<file path="config.mk">
export PLATFORM = sky130hd
export DESIGN_NAME = ahb2apb_bridge_v2
export DESIGN_NICKNAME = d
export VERILOG_FILES = /design/src/rtl/ahb_apb_pkg.sv /design/src/rtl/apb_rsp_mux.sv /design/src/rtl/ahb2apb_bridge_v2.sv
export SDC_FILE = /design/constraint.sdc
export NUM_CORES = 1
export LEC_CHECK = 0
export ABC_CLOCK_PERIOD_IN_PS = 3200
export BUFFER_PORTS_ARGS = -buffer_cell sky130_fd_sc_hd__buf_2
export CAP_MARGIN = 10
export CORE_AREA = 2 2 134 136
export CTS_BUF_LIST = sky130_fd_sc_hd__clkbuf_4 sky130_fd_sc_hd__clkbuf_8
export CTS_CLUSTER_DIAMETER = 120
export CTS_CLUSTER_SIZE = 30
export DETAILED_ROUTE_END_ITERATION = 16
export DIE_AREA = 0 0 136 138
export PLACE_DENSITY = 0.68
export SLEW_MARGIN = 20
export SYNTH_ARGS = -nofsm -noshare
export SYNTH_HDL_FRONTEND = slang
export SYNTH_SLANG_ARGS = --single-unit
</file>
<file path="constraint.sdc">
create_clock -name hclk -period 3.2 [get_ports hclk]
set_input_delay 0.8 -clock hclk [delete_from_list [all_inputs] [get_ports hclk]]
set_output_delay 0.8 -clock hclk [all_outputs]
set_load 0.005 [all_outputs]
</file>
<file path="src/rtl/ahb_apb_pkg.sv">
`default_nettype none
// ------------------------------------------------------------------
// ahb_apb_pkg : shared state encoding and AHB constants for the bridge
// Rev 1.0
// ------------------------------------------------------------------
package ahb_apb_pkg;

  localparam logic [2:0] c_st_idle   = 3'd0;
  localparam logic [2:0] c_st_data   = 3'd1;
  localparam logic [2:0] c_st_wait   = 3'd2;
  localparam logic [2:0] c_st_setup  = 3'd3;
  localparam logic [2:0] c_st_access = 3'd4;
  localparam logic [2:0] c_st_err1   = 3'd5;
  localparam logic [2:0] c_st_err2   = 3'd6;

  typedef enum logic [2:0] {
    S_IDLE   = c_st_idle,
    S_DATA   = c_st_data,
    S_WAIT   = c_st_wait,
    S_SETUP  = c_st_setup,
    S_ACCESS = c_st_access,
    S_ERR1   = c_st_err1,
    S_ERR2   = c_st_err2
  } state_t;

  localparam logic [1:0] HTRANS_IDLE   = 2'b00;
  localparam logic [1:0] HTRANS_BUSY   = 2'b01;
  localparam logic [1:0] HTRANS_NONSEQ = 2'b10;
  localparam logic [1:0] HTRANS_SEQ    = 2'b11;

  localparam logic HRESP_OKAY  = 1'b0;
  localparam logic HRESP_ERROR = 1'b1;

endpackage
`default_nettype wire

</file>
<file path="src/rtl/apb_rsp_mux.sv">
`default_nettype none
// ------------------------------------------------------------------
// apb_rsp_mux : selects one slave's pready/pslverr/prdata by slot index
// Rev 1.0
// ------------------------------------------------------------------
module apb_rsp_mux #(
  parameter int PSLV_NUM   = 5,
  parameter int DATA_WIDTH = 32,
  parameter int SEL_WIDTH  = 4
) (
  input  logic [SEL_WIDTH-1:0]           i_slot,
  input  logic [PSLV_NUM-1:0]            i_pready,
  input  logic [PSLV_NUM-1:0]            i_pslverr,
  input  logic [PSLV_NUM*DATA_WIDTH-1:0] i_prdata,
  output logic                           o_pready,
  output logic                           o_pslverr,
  output logic [DATA_WIDTH-1:0]          o_prdata
);

  // An index with no matching slave leaves all outputs at zero.
  always_comb begin
    o_pready  = 1'b0;
    o_pslverr = 1'b0;
    o_prdata  = '0;
    for (int k = 0; k < PSLV_NUM; k++) begin
      if (i_slot == SEL_WIDTH'(k)) begin
        o_pready  = i_pready[k];
        o_pslverr = i_pslverr[k];
        o_prdata  = i_prdata[k*DATA_WIDTH +: DATA_WIDTH];
      end
    end
  end

endmodule
`default_nettype wire

</file>
<file path="src/rtl/ahb2apb_bridge_v2.sv">
`default_nettype none
// ------------------------------------------------------------------
// ahb2apb_bridge_v2 : AHB-Lite slave to APB4 master bridge
// Rev 1.0
// ------------------------------------------------------------------
module ahb2apb_bridge_v2
  import ahb_apb_pkg::*;
#(
  parameter int HADDR_WIDTH = 32,
  parameter int PADDR_WIDTH = 16,
  parameter int SEL_WIDTH   = 4,
  parameter int PSLV_NUM    = 5,
  parameter int DATA_WIDTH  = 32,
  parameter int TIMEOUT     = 255
) (
  input  logic                           hclk,
  input  logic                           hresetn,
  input  logic [HADDR_WIDTH-1:0]         haddr,
  input  logic [1:0]                     htrans,
  input  logic [2:0]                     hsize,
  input  logic                           hwrite,
  input  logic [DATA_WIDTH-1:0]          hwdata,
  input  logic [DATA_WIDTH/8-1:0]        hwstrb,
  input  logic                           hsel_i,
  input  logic                           hready_i,
  output logic                           hready_o,
  output logic                           hresp_o,
  output logic [DATA_WIDTH-1:0]          hrdata_o,
  input  logic                           pclken,
  output logic [PADDR_WIDTH-1:0]         paddr,
  output logic [PSLV_NUM-1:0]            psel,
  output logic                           penable,
  output logic                           pwrite,
  output logic [DATA_WIDTH-1:0]          pwdata,
  output logic [DATA_WIDTH/8-1:0]        pstrb,
  input  logic [PSLV_NUM-1:0]            pready_i,
  input  logic [PSLV_NUM-1:0]            pslverr_i,
  input  logic [PSLV_NUM*DATA_WIDTH-1:0] prdata_i
);

  localparam int c_cnt_w = (TIMEOUT > 1) ? $clog2(TIMEOUT) : 1;
  localparam logic [SEL_WIDTH:0] c_pslv_num = (SEL_WIDTH+1)'(PSLV_NUM);

  state_t                 r_state;
  logic [PADDR_WIDTH-1:0] r_addr;
  logic [SEL_WIDTH-1:0]   r_slot;
  logic                   r_write;
  logic [c_cnt_w-1:0]     r_cnt;

  logic                  w_xfer_req;
  logic                  w_accept;
  logic                  w_dec_err;
  logic                  w_timeout;
  logic [PSLV_NUM-1:0]   w_psel_dec;
  logic                  w_pready;
  logic                  w_pslverr;
  logic [DATA_WIDTH-1:0] w_prdata;
  logic                  w_unused;

  assign w_xfer_req = hsel_i & hready_i & ((htrans == HTRANS_NONSEQ) | (htrans == HTRANS_SEQ));
  assign w_accept   = w_xfer_req & ((r_state == S_IDLE) | (r_state == S_ERR2));
  assign w_dec_err  = ({1'b0, r_slot} >= c_pslv_num);

  assign hready_o = (r_state == S_IDLE) | (r_state == S_ERR2);
  assign hresp_o  = ((r_state == S_ERR1) | (r_state == S_ERR2)) ? HRESP_ERROR : HRESP_OKAY;

  always_comb begin
    w_psel_dec = '0;
    for (int k = 0; k < PSLV_NUM; k++) begin
      w_psel_dec[k] = (r_slot == SEL_WIDTH'(k));
    end
  end

  apb_rsp_mux #(
    .PSLV_NUM   (PSLV_NUM),
    .DATA_WIDTH (DATA_WIDTH),
    .SEL_WIDTH  (SEL_WIDTH)
  ) u_rsp_mux (
    .i_slot    (r_slot),
    .i_pready  (pready_i),
    .i_pslverr (pslverr_i),
    .i_prdata  (prdata_i),
    .o_pready  (w_pready),
    .o_pslverr (w_pslverr),
    .o_prdata  (w_prdata)
  );

  generate
    if (TIMEOUT != 0) begin : g_timeout
      assign w_timeout = (r_cnt == c_cnt_w'(TIMEOUT - 1));
    end else begin : g_no_timeout
      assign w_timeout = 1'b0;
    end
  endgenerate

  // Address bits above the slot field and hsize carry no meaning for APB.
  generate
    if (HADDR_WIDTH > PADDR_WIDTH + SEL_WIDTH) begin : g_haddr_hi
      assign w_unused = ^{hsize, haddr[HADDR_WIDTH-1:PADDR_WIDTH+SEL_WIDTH]};
    end else begin : g_haddr_exact
      assign w_unused = ^hsize;
    end
  endgenerate

  always_ff @(posedge hclk or negedge hresetn) begin
    if (!hresetn) begin
      r_state  <= S_IDLE;
      r_addr   <= '0;
      r_slot   <= '0;
      r_write  <= 1'b0;
      r_cnt    <= '0;
      hrdata_o <= '0;
      paddr    <= '0;
      psel     <= '0;
      penable  <= 1'b0;
      pwrite   <= 1'b0;
      pwdata   <= '0;
      pstrb    <= '0;
    end else begin
      case (r_state)
        S_IDLE, S_ERR2: begin
          if (w_accept) begin
            r_addr  <= haddr[PADDR_WIDTH-1:0];
            r_slot  <= haddr[PADDR_WIDTH+SEL_WIDTH-1:PADDR_WIDTH];
            r_write <= hwrite;
            r_state <= S_DATA;
          end else begin
            r_state <= S_IDLE;
          end
        end
        S_DATA: begin
          pwdata <= hwdata;
          pstrb  <= r_write ? hwstrb : '0;
          if (w_dec_err) begin
            r_state <= S_ERR1;
          end else if (pclken) begin
            paddr   <= r_addr;
            pwrite  <= r_write;
            psel    <= w_psel_dec;
            penable <= 1'b0;
            r_state <= S_SETUP;
          end else begin
            r_state <= S_WAIT;
          end
        end
        S_WAIT: begin
          if (pclken) begin
            paddr   <= r_addr;
            pwrite  <= r_write;
            psel    <= w_psel_dec;
            penable <= 1'b0;
            r_state <= S_SETUP;
          end
        end
        S_SETUP: begin
          if (pclken) begin
            penable <= 1'b1;
            r_cnt   <= '0;
            r_state <= S_ACCESS;
          end
        end
        S_ACCESS: begin
          if (pclken) begin
            if (w_pready) begin
              psel    <= '0;
              penable <= 1'b0;
              // Read data is only returned on a clean completion.
              if (!r_write && !w_pslverr) begin
                hrdata_o <= w_prdata;
              end
              r_state <= w_pslverr ? S_ERR1 : S_IDLE;
            end else if (w_timeout) begin
              psel    <= '0;
              penable <= 1'b0;
              r_state <= S_ERR1;
            end else begin
              r_cnt <= r_cnt + 1'b1;
            end
          end
        end
        S_ERR1: r_state <= S_ERR2;
        default: r_state <= S_IDLE;
      endcase
    end
  end

endmodule
`default_nettype wire

</file>
Word level (Yosys, flattened, before mapping)
Index checks and enable logic that the tools add are counted.
{"block": "totals", "regBits": 123, "output_inout_bits": 93, "input_bits": 249, "word_cells": 108}
{"block": "op_classes", "n_eq_ne": 20, "muxes": 51, "n_reduce_logical": 17, "bitwise": 6, "addsub": 1, "n_lt_le_gt_ge": 1}
{"operator": "$mux 32", "n": 5}
{"operator": "$mux 16", "n": 2}
{"operator": "$mux 8", "n": 4}
{"operator": "$pmux 16 s2", "n": 1}
{"operator": "$mux 5", "n": 5}
{"operator": "$mux 1", "n": 21}
{"operator": "$mux 3", "n": 7}
{"operator": "$pmux 3 s6", "n": 1}
{"operator": "$pmux 8 s2", "n": 1}
{"operator": "$pmux 5 s3", "n": 1}
{"operator": "$ne 2x2->1 const B", "n": 6}
{"operator": "$reduce_and 4->1", "n": 3}
{"operator": "$reduce_and 5->1", "n": 2}
{"operator": "$eq 3x3->1 const B", "n": 3}
{"operator": "$add 8x1->8 const B", "n": 1}
{"operator": "$eq 4x2->1 const B", "n": 2}
{"operator": "$eq 8x8->1 const B", "n": 1}
{"operator": "$eq 3x2->1 const B", "n": 2}
{"operator": "$eq 2x2->1 const B", "n": 2}
{"operator": "$eq 4x1->1 const B", "n": 1}
{"operator": "$eq 4x3->1 const B", "n": 1}
{"operator": "$ge 4x3->1 const B", "n": 1}
{"operator": "$logic_not 4->1", "n": 1}
{"operator": "$mux 4", "n": 1}
{"operator": "other kinds (14)", "n": 21}

Logic depth before layout (Yosys ltp)
Gate-level depths: netlist of run 1.
{"block": "depth", "depth_word": 10, "depth_mapped": 9}

By module
Synthesis of run 1 repeated with hierarchy kept, for this count alone.
{"block": "unflattened", "hier_cells": 611, "area_unflattened_um2": 6590.1}
{"module": "ahb2apb_bridge_v2", "instances": 1, "area_per_inst_um2": 5086.1, "cells_per_inst": 361}
{"module": "apb_rsp_mux", "instances": 1, "area_per_inst_um2": 1503.9, "cells_per_inst": 250}

Worst setup path before layout of run 1
OpenSTA, ideal clock, no wires.
{"block": "synth_path", "path_kind": "input port to flip-flop", "from": "input pslverr_i[3]", "to": "register hrdata_o[25]", "path_slack_ps": 867, "path_stages": 6, "n_path_buf": 1, "required_ps": 3075, "t_arrival_ps": 2208, "cell_sequence": "mux2_2 > a22oi_2 > o211ai_1 > nor3_4 > buf_6 > mux2_2"}
{"block": "synth_between", "elab_chain_len": 5}
{"element": "from (decl)", "line": "ahb2apb_bridge_v2.sv:37", "text": "input logic [PSLV_NUM-1:0] pslverr_i,"}
{"element": "$mux 1 (2 in a row)", "line": "apb_rsp_mux.sv:26", "text": "if (i_slot == SEL_WIDTH'(k)) begin"}
{"element": "$logic_not 1->1", "line": "ahb2apb_bridge_v2.sv:168", "text": "if (!r_write && !w_pslverr) begin"}
{"element": "$logic_and 1x1->1", "line": "ahb2apb_bridge_v2.sv:168"}
{"element": "$reduce_and 4->1 (no source line)"}
{"element": "to (signal assigned)", "line": "ahb2apb_bridge_v2.sv:169", "text": "hrdata_o <= w_prdata;"}
{"element": "to (decl)", "line": "ahb2apb_bridge_v2.sv:28", "text": "output logic [DATA_WIDTH-1:0] hrdata_o,"}
Every way passes these cells.
A chain may end at the register's enable or synchronous reset.

Worst setup path after layout of run 1
{"block": "layout_path", "from": "register r_slot[1]", "to": "register hrdata_o[12]"}
{"block": "layout_between", "elab_chain_len": 9, "elab_cells_between_ends": 23, "classes_between": "eq/ne (4); mux (15); reduce/logical (4)"}
{"element": "from (decl)", "line": "ahb2apb_bridge_v2.sv:46", "text": "logic [SEL_WIDTH-1:0] r_slot;"}
{"element": "from (signal assigned)", "line": "ahb2apb_bridge_v2.sv:124", "text": "r_slot <= haddr[PADDR_WIDTH+SEL_WIDTH-1:PADDR_WIDTH];"}
{"element": "$logic_not 4->1", "line": "apb_rsp_mux.sv:26"}
{"element": "$mux 1 (5 in a row)", "line": "apb_rsp_mux.sv:26"}
{"element": "$logic_not 1->1", "line": "ahb2apb_bridge_v2.sv:168"}
{"element": "$logic_and 1x1->1", "line": "ahb2apb_bridge_v2.sv:168"}
{"element": "$reduce_and 4->1 (no source line)"}
Parallel ways exist; a longest one is shown, timed or not.

==> results.tsv, run 1 <==
stage	metric	value	unit
floorplan	core area	0.01753	sq mm
drt	DR top layer	met4	
sta	final worst path period need	2.549	ns
critical_path	CP required	3.51	ns
job	Max-Cap Viols	0	
drt	Vias/cell	5.126	
drt	drc violations	0	
min_path	Hold Path Class	in2async	
synth	Post-synth EDFFs	0	
finish	diode count	0	
grt	initial antenna violation count	0	
floorplan	chip width	136	microns
sta	Final setup viols	0	
outcome	run status	completed	
critical_path	CP startpoint kind	flop	
pwr	P_sw	2.799	mW
critical_path	Crit. End Element	flop	
synth	register area share after synthesis	48.28	%
sta	Slew headroom	54.98	%
placement	port bufs	325	
clocking	CTS tree	built	
pwr	LEAKAGE	4.325	nW
clocking	Root Buffer	clkbuf_8	
placement	dpl cells	1053	
sta	unrepaired setup endpoints after global routing	no	
drt	Pre-antenna DRT Iters	5	
synth	Net Count, Synth	772	
synth	area share of the largest cell type after synthesis	48.28	%
drt	met1 wire length	7.164	mm
synth	Syn Inst Count	521	
synth	Yosys Warn Count	0	
pwr	Reg power frac	34.9	%
finish	Area Overhead vs Synth	37.06	%
pwr	VDD IR max	0.0005188	V
sta	setup TNS	0	ns
sta	Slew @ Worst Pin	0.6753	ns
grt	vias in the first global route	5634	
sta	Final Max Tran Viols	0	
clocking	CTS sink count	123	
grt	largest net degree at the start of global routing	61	
synth	cell taking the most area after synthesis	dfrtp_1	
drt	WL met2	9.272	mm
grt	GR Util All Layers	19.51	%
synth	Unique masters post-synth	53	
sta	Hold Vio Cnt, Final	0	
floorplan	Die Ht	138	microns
grt	global route overflow	0	
grt	first-pass GRT wire length	28.72	mm
synth	Synth Register Bits	123	
drt	wire per inst	17.02	microns
clocking	Post-CTS Setup Bufs	0	
synth	mean post-synth cell area	12.24	sq um
synth	Async S/R FF share, synth	100.0	%
drt	WL met3	1.500	mm
pwr	Net Sw Frac	35.83	%
pwr	total power	7.810	mW
sta	Max Freq	392.3	MHz
clocking	CTS hold repair buffers	0	
finish	Core Util, Final	49.83	%
clocking	clock-pin slew on the worst setup and hold paths	0.08	ns
floorplan	Starting Density	36.36	%
synth	Synth Cell Area	0.006375	sq mm
synth	synth top area cells	dfrtp_1, mux2_2, mux4_2, mux2i_1, a222oi_1	
drt	total routed wirelength	18.47	mm
drt	Iter 0 DRT Violations	283	
pwr	Cell Pwr Density	893.9	mW/mm^2
drt	final antenna-violating net count	0	
clocking	CTS Buf Count	17	
pwr	clock share of power	20.9	%
pwr	Comb power frac	44.2	%
sta	final worst path period share	79.67	%
placement	DP Wirelength	13.96	mm
floorplan	die area	0.01877	sq mm
drt	Vias	5562	
clocking	post-CTS sizing	0	
floorplan	I/O pin count	342	
finish	post-route insts no fill	1085	
clocking	CTS Buffer Depth	2	
synth	dominant synthesized flop cell	dfrtp_1	
critical_path	Worst Path Class, Setup	reg2reg	
critical_path	CP arrival	2.86	ns
floorplan	FP Rows	49	
clocking	Clk Latency, worst-skew pair	0.44	ns
finish	Layout Nets	1094	
sta	Setup Skew	0.01030	ns
sta	Final Hold Slack	0.3797	ns
pwr	P_int	5.011	mW
clocking	H-tree Lvls	4	
finish	layout cell share with drive strength beyond 1	57.24	%
placement	GPL Wtd Cong	0.8279	
critical_path	crit-path max FO	32	
## cells in the mapped netlist (5+ instances only)
library cell,count
a21oi_1,5
a222oi_1,16
a22o_1,17
buf_2,11
clkbuf_1,22
dfrtp_1,123
inv_1,19
mux2_1,9
mux2_2,82
mux2i_1,35
mux4_2,16
nand2_1,38
nand3_1,15
nor2_1,14
o21ai_0,27
## final timing paths
| path | startpoint | to | slack [ns] | cells after the start |
|---|---|---|---|---|
| worst max register to register | r_slot[1] | hrdata_o[12] | 0.65 | 6 |
| min in group hclk | hrdata_o[9] | hrdata_o[9] | 0.48 | 1 |
| worst max-delay path | r_slot[1] | hrdata_o[12] | 0.65 | 6 |
| max in group asynchronous | hresetn | paddr[9] | 2.09 | 2 |
| worst min register to register | hrdata_o[9] | hrdata_o[9] | 0.48 | 1 |
| worst min-delay path | hresetn | hrdata_o[7] | 0.38 | 1 |
## state kept, by name, summed over array words and instances (netlist names), 3 cells and up
| name | cells |
|---|---|
| hrdata_o | 32 |
| r_slot | 4 |
| pstrb | 4 |
| paddr | 16 |
| r_cnt | 8 |
| psel | 5 |
| pwdata | 32 |
| r_state | 3 |
| r_addr | 16 |
## logic make-up (layout without fill, tap and decap cells)
| group | after synthesis | in the layout | synth area share, % |
|---|---|---|---|
| compound gates | 91 | 91 | 10.85 |
| xor+xnor | 1 | 1 | 0.1374 |
| fa+ha+maj | 2 | 2 | 0.3925 |
| buf+inv | 58 | 393 | 4.161 |
| flops | 123 | 123 | 48.28 |
| mux | 142 | 142 | 27.22 |
| simple gates | 104 | 104 | 8.950 |
## worst max-delay path: stages, from the launching register on
cell and delay, ns:
dfrtp_2 0.66, mux2_2 0.42, a22oi_2 0.21, o211ai_1 0.22
nor3_4 0.26, buf_12 0.24, mux2_2 0.36
## cell usage in the layout (no fill, tap or decap), types with 3 or more instances in the layout
cell	instances
buf_2	324
dfrtp_1	121
mux2_2	82
nand2_1	38
mux2i_1	35
o21ai_0	27
inv_1	19
a22o_1	17
clkbuf_8	17
a222oi_1	16
mux4_2	16
buf_4	16
nand3_1	15
nor2_1	12
mux2_1	9
a21oi_1	5
bufinv_16	5
nand2b_1	4
o211ai_1	4
a21o_1	4
nor3_1	3
nand4_1	3
and3_1	3
a31oi_1	3
inv_6	3
## power by group through the flow
stage | registers (mW) | logic (mW) | clock network, mW
6_report | 2.73 | 3.45 | 1.63
5_1_grt | 2.83 | 3.78 | 1.76
4_1_cts | 2.73 | 3.50 | 1.68
3_5_place_dp | 2.75 | 3.49 | 0
3_3_place_gp | 2.72 | 3.42 | 0
2_1_floorplan | 2.66 | 2.27 | 0
## stage by stage
| stage | setup slack (ns) | instance area (sq um) |
|---|---|---|
| 3_3_place_gp | 0.5920 | 8267 |
| 2_1_floorplan | 0.8674 | 6375 |
| 4_1_cts | 0.6889 | 8737 |
| 6_report | 0.6506 | 8737 |
| 5_1_grt | 0.5196 | 8737 |
| 3_5_place_dp | 0.5707 | 8267 |
## metal layers
metal	GRT usage, %	up-vias
met2	33.85	244
met3	6.014	38
li1	-	2592
met5	0	-
met1	21.97	2688
met4	8.333	0
## final cells by class
cell class / instances / area [sq um]
clock buffer: 17 / 234.0
clock inverter: 15 / 236.5
fill: 1617 / 8797
inverter: 19 / 71.32
multi-input combinational: 340 / 3047
sequential: 123 / 3080
tap: 229 / 286.5
timing repair buffer: 342 / 1782
Power figures use the tool's default switching activity.
==> inputs of run 2 (changes only) <==
--- a/config.mk
+++ b/config.mk
@@ -5,16 +5,16 @@
 export SDC_FILE = /design/constraint.sdc
 export NUM_CORES = 1
 export LEC_CHECK = 0
-export ABC_CLOCK_PERIOD_IN_PS = 3200
+export ABC_CLOCK_PERIOD_IN_PS = 2410
 export BUFFER_PORTS_ARGS = -buffer_cell sky130_fd_sc_hd__buf_2
 export CAP_MARGIN = 10
-export CORE_AREA = 2 2 134 136
+export CORE_AREA = 2 2 135 137
 export CTS_BUF_LIST = sky130_fd_sc_hd__clkbuf_4 sky130_fd_sc_hd__clkbuf_8
 export CTS_CLUSTER_DIAMETER = 120
 export CTS_CLUSTER_SIZE = 30
 export DETAILED_ROUTE_END_ITERATION = 16
-export DIE_AREA = 0 0 136 138
-export PLACE_DENSITY = 0.68
+export DIE_AREA = 0 0 137 139
+export PLACE_DENSITY = 0.67
 export SLEW_MARGIN = 20
 export SYNTH_ARGS = -nofsm -noshare
 export SYNTH_HDL_FRONTEND = slang
==> constraint.sdc (replaced) <==
create_clock -name hclk -period 2.41 [get_ports hclk]
set_input_delay 0.6025 -clock hclk [delete_from_list [all_inputs] [get_ports hclk]]
set_output_delay 0.6025 -clock hclk [all_outputs]
set_load 0.005 [all_outputs]
==> results.tsv, run 2 (synthesized netlist as in run 1, its figures left out) <==
stage	metric	value	unit
pwr	P_int	6.395	mW
clocking	H-tree Lvls	4	
floorplan	Die Ht	139	microns
finish	largest registers	hrdata_o (32), pwdata (32)	
sta	Setup Skew	0.01303	ns
finish	Layout Nets	1116	
sta	Slew headroom	68.19	%
grt	first-pass GRT wire length	29.68	mm
finish	layout cell share with drive strength beyond 1	58.31	%
placement	DP Wirelength	14.87	mm
drt	Vias/cell	5.091	
outcome	run status	completed	
drt	final antenna-violating net count	0	
drt	Iter 0 DRT Violations	311	
finish	Area Overhead vs Synth	38.67	%
finish	most frequent cells in the layout	buf_2, dfrtp_1, mux2_2, nand2_1, buf_4	
min_path	Hold Path Class	in2async	
grt	largest net degree at the start of global routing	37	
sta	final worst path period share	94.70	%
sta	crit path setup slack, layout	0.1276	ns
sta	Final Max Tran Viols	0	
placement	Setup WS pre-CTS	0.05496	ns
clocking	Root Buffer	clkbuf_8	
critical_path	slowest cell delay on critical path	0.52	ns
sta	final worst path period need	2.282	ns
drt	wire per inst	17.38	microns
pwr	Comb power frac	47.1	%
clocking	CTS hold repair buffers	0	
placement	port bufs	325	
critical_path	CP Cell Sequence	mux2_2 > a22oi_2 > o211ai_1 > nor3_4 > buf_12 > mux2_2	
grt	global route overflow	0	
critical_path	CP required	2.74	ns
floorplan	Starting Density	36.10	%
floorplan	chip width	137	microns
sta	Final setup viols	0	
critical_path	Worst Path Class, Setup	reg2reg	
sta	Max Freq	438.1	MHz
critical_path	cell mode on critical path	mux2_2	
sta	Slew @ Worst Pin	0.4755	ns
finish	commonest non-fill, non-tap cell in the layout	buf_2	
job	Max-Cap Viols	0	
pwr	Reg power frac	35.3	%
pwr	Net Sw Frac	37.35	%
pwr	clock share of power	17.5	%
clocking	clock-pin slew on the worst setup and hold paths	0.09	ns
critical_path	Crit. End Element	flop	
placement	GPL Wtd Cong	0.8017	
floorplan	I/O pin count	342	
grt	GR Util All Layers	20.07	%
clocking	CTS Buf Count	17	
pwr	VDD IR max	0.0006414	V
finish	multi-input combinational cell area	0.003047	sq mm
floorplan	die area	0.01904	sq mm
critical_path	CP arrival	2.61	ns
floorplan	FP Rows	49	
pwr	P_sw	3.812	mW
floorplan	core area	0.01766	sq mm
finish	# fillers	1609	
grt	vias in the first global route	5752	
clocking	Clk Latency, worst-skew pair	0.44	ns
critical_path	CP startpoint kind	flop	
drt	total routed wirelength	19.28	mm
clocking	CTS sink count	123	
drt	drc violations	0	
finish	register area	0.003080	sq mm
pwr	LEAKAGE	4.400	nW
drt	Vias	5646	
critical_path	crit-path max FO	25	
grt	initial antenna violation count	2	
clocking	CTS tree	built	
drt	Pre-antenna DRT Iters	6	
clocking	CTS Buffer Depth	2	
critical_path	slowest CP cell	dfrtp_2	
sta	unrepaired setup endpoints after global routing	no	
sta	setup TNS	0	ns
sta	Final Hold Slack	0.1099	ns
sta	Hold Vio Cnt, Final	0	
pwr	Cell Pwr Density	1155	mW/mm^2
-- run 2: final cells by class --
class	count	area share, %
sequential	123	34.85
multi-input combinational	340	34.47
tap	229	3.241
timing repair buffer	364	22.31
inverter	19	0.8068
antenna	2	0.05662
clock buffer	19	2.958
clock inverter	13	1.316
-- run 2: repair_timing --
item,4_1_cts,5_1_grt
gates resized for setup,0,1
setup buffers,0,2
setup endpoints to repair,0,18
-- run 2: metrics by stage --
step	instances	power (mW)	area, sq um	util, %
2_1_floorplan	521	6.543	6375	-
3_3_place_gp	1073	8.341	8442	47.81
3_5_place_dp	1073	8.469	8442	47.81
4_1_cts	1105	10.32	8820	49.95
5_1_grt	1109	10.96	8840	50.06
6_report	1109	10.21	8840	50.06
-- run 2: worst max-delay path: cells and delay by family (launching register included) --
family,cells,cell delay (ns)
AND/OR/NAND/NOR,1,0.24
flip-flops,1,0.52
buffers and inverters,1,0.22
AO/OA/AOI/OAI,2,0.41
multiplexers,2,0.76
-- run 2: layer usage --
| metal | vias up | part of all wire, % | track usage [%] |
|---|---|---|---|
| met4 | 0 | 1.9 | 6.620 |
| met1 | 2740 | 40 | 23.86 |
| met5 | - | 0 | 0 |
| met2 | 249 | 49 | 34.17 |
| met3 | 24 | 9.2 | 6.323 |
| li1 | 2633 | - | - |
-- run 2: path summary, 6_finish.rpt --
path / from / endpoint / slack (ns) / cells past startpoint
max in group asynchronous: hresetn / paddr[7] / 1.56 / 2
hold reg to reg: hrdata_o[26] / hrdata_o[26] / 0.49 / 1
min in group hclk: hwdata[12] / pwdata[12] / 0.39 / 2
hold / removal: hresetn / pwdata[3] / 0.11 / 1
setup / recovery: r_slot[1] / hrdata_o[11] / 0.13 / 6
setup reg to reg: r_slot[1] / hrdata_o[11] / 0.13 / 6
-- run 2: power groups by stage --
stage | clock network, mW | registers (mW) | logic (mW)
finish | 1.79 | 3.61 | 4.81
global route | 1.94 | 3.73 | 5.28
CTS | 1.86 | 3.62 | 4.84
detailed placement | 0 | 3.66 | 4.81
global placement | 0 | 3.60 | 4.74
floorplan | 0 | 3.53 | 3.01
